===== config.mk =====
export PLATFORM = sky130hd
export DESIGN_NAME = latch_write_sched
export DESIGN_NICKNAME = d
export VERILOG_FILES = /design/src/rtl/latch_write_sched.sv
export SDC_FILE = /design/constraint.sdc
export NUM_CORES = 1
export LEC_CHECK = 0
export ABC_AREA = 1
export CAP_MARGIN = 25
export CORE_AREA = 2 2 72 74
export CTS_CLUSTER_DIAMETER = 30
export DETAILED_ROUTE_END_ITERATION = 7
export DIE_AREA = 0 0 74 76
export PLACE_DENSITY_LB_ADDON = 0.2
export SETUP_SLACK_MARGIN = 0.15
export SLEW_MARGIN = 40
export SYNTH_ARGS = -nofsm -noshare
export SYNTH_HDL_FRONTEND = slang
export SYNTH_SLANG_ARGS = --single-unit

===== constraint.sdc =====
create_clock -name clk -period 2.85 [get_ports clk]
set_input_delay 0.7125 -clock clk [delete_from_list [all_inputs] [get_ports clk]]
set_output_delay 0.7125 -clock clk [all_outputs]
set_load 0.02 [all_outputs]

===== src/rtl/latch_write_sched.sv =====
// Round-robin write scheduler for a bank of level-sensitive D latches.
// Each write runs SETUP -> OPEN -> HOLD so lat_d is stable around lat_en.
module latch_write_sched #(
    parameter int NREQ     = 4,
    parameter int W        = 8,
    parameter int OPEN_CYC = 2
) (
    input  logic              clk,
    input  logic              rst_n,
    input  logic [NREQ-1:0]   req,
    input  logic [NREQ*W-1:0] wdata,
    input  logic              clr,
    output logic [NREQ-1:0]   gnt,
    output logic [NREQ-1:0]   ack,
    output logic [W-1:0]      lat_d,
    output logic              lat_en,
    output logic              lat_rst,
    output logic              busy
);

    localparam int PW = (NREQ > 1) ? $clog2(NREQ) : 1;
    localparam int CW = (OPEN_CYC > 1) ? $clog2(OPEN_CYC) : 1;

    localparam logic [2:0] S_CLR   = 3'd0;
    localparam logic [2:0] S_IDLE  = 3'd1;
    localparam logic [2:0] S_SETUP = 3'd2;
    localparam logic [2:0] S_OPEN  = 3'd3;
    localparam logic [2:0] S_HOLD  = 3'd4;

    logic [2:0]    state;
    logic [2:0]    state_nxt;
    logic [PW-1:0] ptr;
    logic [PW-1:0] ptr_nxt;
    logic [PW-1:0] sel;
    logic [PW-1:0] sel_q;
    logic [PW:0]   sum;
    logic [CW-1:0] cnt;
    logic [W-1:0]  sel_data;
    logic          clr_pend;
    logic          found;
    logic          open_done;

    // Scan from ptr upward with wrap; the first set request wins.
    always_comb begin
        found = 1'b0;
        sel   = '0;
        sum   = '0;
        for (int k = 0; k < NREQ; k++) begin
            sum = {1'b0, ptr} + (PW+1)'(k);
            if (sum >= (PW+1)'(NREQ))
                sum = sum - (PW+1)'(NREQ);
            if (!found && req[sum[PW-1:0]]) begin
                found = 1'b1;
                sel   = sum[PW-1:0];
            end
        end
    end

    always_comb begin
        sel_data = '0;
        for (int i = 0; i < NREQ; i++) begin
            if (sel == PW'(i))
                sel_data = wdata[i*W +: W];
        end
    end

    assign open_done = (cnt == CW'(OPEN_CYC - 1));
    assign ptr_nxt   = (sel_q == PW'(NREQ - 1)) ? '0 : sel_q + PW'(1);

    always_comb begin
        state_nxt = state;
        case (state)
            S_CLR:   state_nxt = S_IDLE;
            S_IDLE: begin
                if (clr || clr_pend)
                    state_nxt = S_CLR;
                else if (found)
                    state_nxt = S_SETUP;
            end
            S_SETUP: state_nxt = S_OPEN;
            S_OPEN: begin
                if (open_done)
                    state_nxt = S_HOLD;
            end
            S_HOLD:  state_nxt = S_IDLE;
            default: state_nxt = S_CLR;
        endcase
    end

    always_ff @(posedge clk or negedge rst_n) begin
        if (!rst_n) begin
            state    <= S_CLR;
            ptr      <= '0;
            sel_q    <= '0;
            cnt      <= '0;
            clr_pend <= 1'b0;
            gnt      <= '0;
            ack      <= '0;
            lat_d    <= '0;
            lat_en   <= 1'b0;
            lat_rst  <= 1'b1;
            busy     <= 1'b1;
        end else begin
            state   <= state_nxt;
            lat_en  <= (state_nxt == S_OPEN);
            lat_rst <= (state_nxt == S_CLR);
            busy    <= (state_nxt != S_IDLE);
            ack     <= (state_nxt == S_HOLD) ? gnt : '0;

            // A clear seen in IDLE is taken directly, so pend only collects
            // pulses that arrive while a write or clear is in progress.
            if (state == S_IDLE)
                clr_pend <= 1'b0;
            else if (clr)
                clr_pend <= 1'b1;

            if (state == S_IDLE && state_nxt == S_SETUP) begin
                gnt   <= NREQ'(1) << sel;
                lat_d <= sel_data;
                sel_q <= sel;
            end

            if (state == S_SETUP)
                cnt <= '0;
            else if (state == S_OPEN)
                cnt <= cnt + CW'(1);

            if (state == S_HOLD) begin
                gnt <= '0;
                ptr <= ptr_nxt;
            end
        end
    end

endmodule

After elaboration in Yosys (flattened, before gate mapping)
Index checks and enable logic that the tools add are counted.

word-level totals
  register bits = 28
  output and inout bits = 19

cells by class
  add/subtract/negate cells = 9
  magnitude comparators = 8
  equality and inequality tests = 12
  shifts and indexed selects = 1
  mux-type cells = 36
  reduce and logical (&&, ||, !) cells = 15

operator list
  kind                                                         number
  two-way mux 8 bit                                            4
  two-way mux 2 bit                                            9
  == test 3 x 2 -> 1 bit (second input constant)               4
  less-than comparator 2 x 3 -> 1 bit (second input constant)  4
  two-way mux 1 bit                                            12
  two-way mux 4 bit                                            3
  one-hot mux 3 bit (4 select lines)                           1
  >= comparator 3 bit (second input constant)                  3
  two-way mux 3 bit                                            3
  binary-select mux 1 bit (select 2 bit)                       4
  subtractor 2 x 1 -> 2 bit (second input constant)            4
  adder 2 x 2 -> 3 bit (second input constant)                 2
  == test 2 bit (second input constant)                        3
  == test 3 bit (second input constant)                        2
  logical NOT 3 bit                                            2
  nonzero test 2 bit                                           3
  logical AND 1 bit                                            4
  << shifter 1 x 2 -> 4 bit (first input constant)             1
  adder 2 x 1 -> 3 bit (second input constant)                 1
  == test 3 x 1 -> 1 bit (second input constant)               1
  >= comparator 2 x 3 -> 1 bit (second input constant)         1
  logical NOT 1 bit                                            3
  inequality test 3 x 1 -> 1 bit (second input constant)       1
  adder 2 x 1 -> 2 bit (second input constant)                 1
  5 further kinds                                              5

Longest topological paths before layout
  depth in word-level cells = 21
  gate-level depth with buffers = 16
  gate-level depth less buffers = 15

Worst setup path after synthesis
Ideal clock, no wire load.

  path type = input to register
  start point = input port req[1]
  end point = register lat_d[0]
  arrival time = 1.816 ns
  required time = 2.734 ns
  setup slack = 0.917 ns
  cell stages on the path = 15
  buffers on the path = 1
  cells stage by stage = inv_1 > nand2_1 > nand3_1 > nand2_2 > nor2_4 > nand3_2 > nand2_2 > nand2_4 > inv_4 > nand2_2 > buf_6 > o21ai_1 > inv_1 > nand2_1 > nand2_1

between the ends
  cells in the longest elaborated chain, start to end = 17

ends and longest elaborated chain
  element                                                                  RTL line  RTL
  start, declared                                                          10        input logic [NREQ-1:0] req,
  binary-select mux 1 bit (select 2 bit)                                   52        if (!found && req[sum[PW-1:0]]) begin
  two-way mux 1 bit (not written as such)                                  52
  two-way mux 1 bit                                                        52
  logical NOT 1 bit                                                        52
  logical AND 1 bit                                                        52
  two-way mux 1 bit                                                        52
  logical NOT 1 bit                                                        52
  logical AND 1 bit                                                        52
  two-way mux 1 bit                                                        52
  logical NOT 1 bit                                                        52
  logical AND 1 bit                                                        52
  two-way mux 1 bit or two-way mux 2 bit (tied branches)                   52
  two-way mux 3 bit or logical NOT 2 bit (tied branches)                   77, 62
  two-way mux 3 bit or two-way mux 8 bit (tied branches)                   75, 62
  one-hot mux 3 bit (4 select lines) or two-way mux 8 bit (tied branches)  72, 62
  == test 3 x 2 -> 1 bit or two-way mux 8 bit (tied branches)              117, 62
  logical AND 1 bit or two-way mux 8 bit (tied branches)                   117, 62
  end signal, assigned                                                     119       lat_d <= sel_data;
  end, declared                                                            15        output logic [W-1:0] lat_d,

Several ways; a longest one is shown, not always the timed one. The select of a mux whose other input is x is not followed.
A chain may end at the register's enable or synchronous reset.

Worst setup path after layout
  start point = input port req[2]
  end point = register lat_d[7]

The elaborated chain is that of the path after synthesis.

==> flow_summary.json <==
{
  "antenna_found_initial": 0,
  "hold_violations": 0,
  "syn_inst": 230,
  "switchingPower_mw": 1.26,
  "power.share.switching": 0.476,
  "crit_slowest_cell": "clkdlybuf4s50_1",
  "yosys.area.top_type": "dfrtp_1",
  "path_cells": "clkdlybuf4s50_1, inv_1, nand2_1, nand2_1, nand2_1, nand2_1, nand4_1, nand3_2, buf_4, nand2_2, o21ai_0, inv_1, nand2_1, nand2_1",
  "htree_levels": 1,
  "n_fill_cell": 501,
  "netlist.area_leader.share": 0.392,
  "slowest_delay_ps": 450,
  "synthesis.area_um2": 1660,
  "num_rows": 26,
  "nNetsFinal": 330,
  "place_area_um2": 2290,
  "fin_crit_ps": 2380,
  "async_flop_share": 1.00,
  "synth_warnings": 0,
  "grt_pass1_vias": 1526,
  "grt_max_degree": 29,
  "synth.distinct_cells": 27,
  "ys_ff_latch": 28,
  "synth_edf_count": 0,
  "n_antenna_cell": 0,
  "p_total_mw": 2.65,
  "leakage_nw": 1.20,
  "cts_max_path_buffers": 2,
  "criticalPathCategory": "input pin to flop",
  "wl_um": 4000,
  "core_area_um2": 4910,
  "cts.repair.resized": 0,
  "drt_iter0_markers": 32,
  "cap_violations": 0,
  "insertion_delay_ps": 280,
  "maxSlewViolCount": 0,
  "pwr-share-seq": 0.258,
  "synth_common_cells": "nand2_1, inv_1, dfrtp_1",
  "ys_seq_area_frac": 0.424,
  "die_h_um": 76,
  "numCtsBuffers": 3,
  "ioPinCount": 58,
  "clk_pin_slew_ps": 100,
  "setup_viol": 0,
  "avgRoutedWirePerCell_um": 11.1,
  "io_buffer_count": 57,
  "p_int_mw": 1.39,
  "clock.fmax_ghz": 0.420,
  "crit_top_cell": "nand2_1",
  "area_growth_pct": 42.5,
  "pwr-share-comb": 0.624,
  "place.gp.congestion": 0.806,
  "cts_tree": "done",
  "rsz0062_at_grt": "false",
  "endpoint_kind": "flop",
  "clock-sinks": 28,
  "dieWidth_um": 74,
  "synth_nets": 270,
  "fin_skew_ps": 4.45,
  "first_pass_iters": 4,
  "ir_drop_mv": 0.443,
  "power.density_nw_per_um2": 1120,
  "grt_first_pass_wirelength_um": 6900,
  "dp_hpwl_um": 3100,
  "avgSynthCellArea_um2": 7.21,
  "overflow": 0,
  "status": "completed",
  "synth_area_leaders": "dfrtp_1, nand2_1, inv_1, nand3_1, o21ai_0",
  "drc_errors": 0,
  "crit_buf_inv": 4,
  "clkPwrFrac": 0.118,
  "worstPathArrival_ps": 2560,
  "antenna_left": 0,
  "cp_max_fo": 12,
  "fin_crit_sh": 0.835,
  "synth_most_common_cell": "nand2_1",
  "avgViaCountPerCell": 4.46,
  "post-cts-setup-buffer-count": 0,
  "grt_use_total": 0.156,
  "crit_required_ps": 3030,
  "tns_ps": 0,
  "start_util": 0.338,
  "die_area_um2": 5620,
  "via_count": 1600,
  "start_kind": "input pin",
  "cts_hold_buffers": 0,
  "tightest_slew_ps": 473,
  "final_area_um2": 2360,
  "synthFlopType": "dfrtp_1",
  "hold_class": "flop to flop",
  "clockRootBuffer": "clkbuf_8",
  "drive_gt1_frac": 0.104,
  "relSlewSlack": 0.685,
  "cpLargestDelayFamily": "simple AND/OR/NAND/NOR gates",
  "final_core_utilization": 0.481
}
-- tightest hold or removal path: stages, from the launching register on --
cell	delay (ps)
dfrtp_1	350
nand2_1	50
nand2_1	50
-- power by group through the flow --
stage	logic [mW]	registers [mW]	clock network, mW
6_report	1.65	0.684	0.313
5_1_grt	1.87	0.711	0.337
4_1_cts	1.66	0.683	0.327
3_5_place_dp	1.66	0.689	0
3_3_place_gp	1.66	0.691	0
2_1_floorplan	1.15	0.784	0
-- path summary, 6_finish.rpt --
kind,start,depth (start not counted),end,slack [ps]
min reg2reg,lat_d[4],2,lat_d[4],480
max,req[2],14,lat_d[7],470
min,lat_d[4],2,lat_d[4],480
max reg2reg,ptr[0],10,lat_d[0],620
min in group asynchronous,rst_n,2,lat_en,800
max in group asynchronous,rst_n,2,lat_rst,1750
-- stage by stage --
step,setup slack (ps),std cells,hold WS [ps]
3_5_place_dp,198,355,464
6_report,469,359,482
5_1_grt,238,359,519
3_3_place_gp,224,355,467
4_1_cts,505,359,491
2_1_floorplan,917,230,417
-- cells by family (layout without fill, tap and decap cells) --
kind of cell,count (synthesis),count (layout),synth area share
and+or+nand+nor,137,137,0.371
buffers and inverters,37,96,0.102
DFF,28,28,0.424
AOI/OAI and AO/OA,27,27,0.0958
adders and majority gates,1,1,0.00754
-- flip-flops by register name, summed over array words and instances (netlist names) --
register  cells
busy          1
cnt           1
ptr           2
sel_q         2
ack           4
gnt           4
lat_rst       1
clr_pend      1
state         3
lat_en        1
lat_d         8
-- routing by layer --
| metal | part of all wire | vias to the layer above | global-route usage |
|---|---|---|---|
| met3 | 0.040 | 7 | 0.0344 |
| met2 | 0.48 | 36 | 0.265 |
| met1 | 0.46 | 716 | 0.188 |
| met5 | 0 | - | 0 |
| met4 | 0.020 | 0 | 0.0564 |
| li1 | - | 841 | - |
-- layout make-up --
type / count / area (µm²) / share of cell area
multi-input combinational: 165 / 787 / 0.333
tap: 70 / 87.6 / 0.0370
clock inverter: 1 / 30.0 / 0.0127
inverter: 32 / 123 / 0.0519
timing repair buffer: 60 / 593 / 0.251
sequential: 28 / 703 / 0.297
clock buffer: 3 / 41.3 / 0.0175
-- cell usage in the layout, fill, tap and decap left out --
cell	netlist	final
a21oi_1	3	3
clkbuf_8	0	3
or2_4	1	1
bufinv_16	0	1
nand4_1	4	4
o22ai_1	2	2
inv_1	27	27
buf_4	1	3
nand2_2	6	6
inv_2	4	4
ha_1	1	1
dfrtp_1	26	26
nor2_4	1	1
a21boi_1	1	1
nor2_1	13	13
inv_4	1	1
nand2_1	82	82
nand3_1	20	20
nand3_2	2	2
o21ai_1	7	7
nand2_4	2	2
o31ai_1	1	1
o21ai_0	12	12
nor2_2	3	3
nor3_1	3	3
o31ai_4	1	1
dfstp_2	2	2
clkdlybuf4s50_1	0	57
No activity file was read; power rests on OpenSTA's default activity.
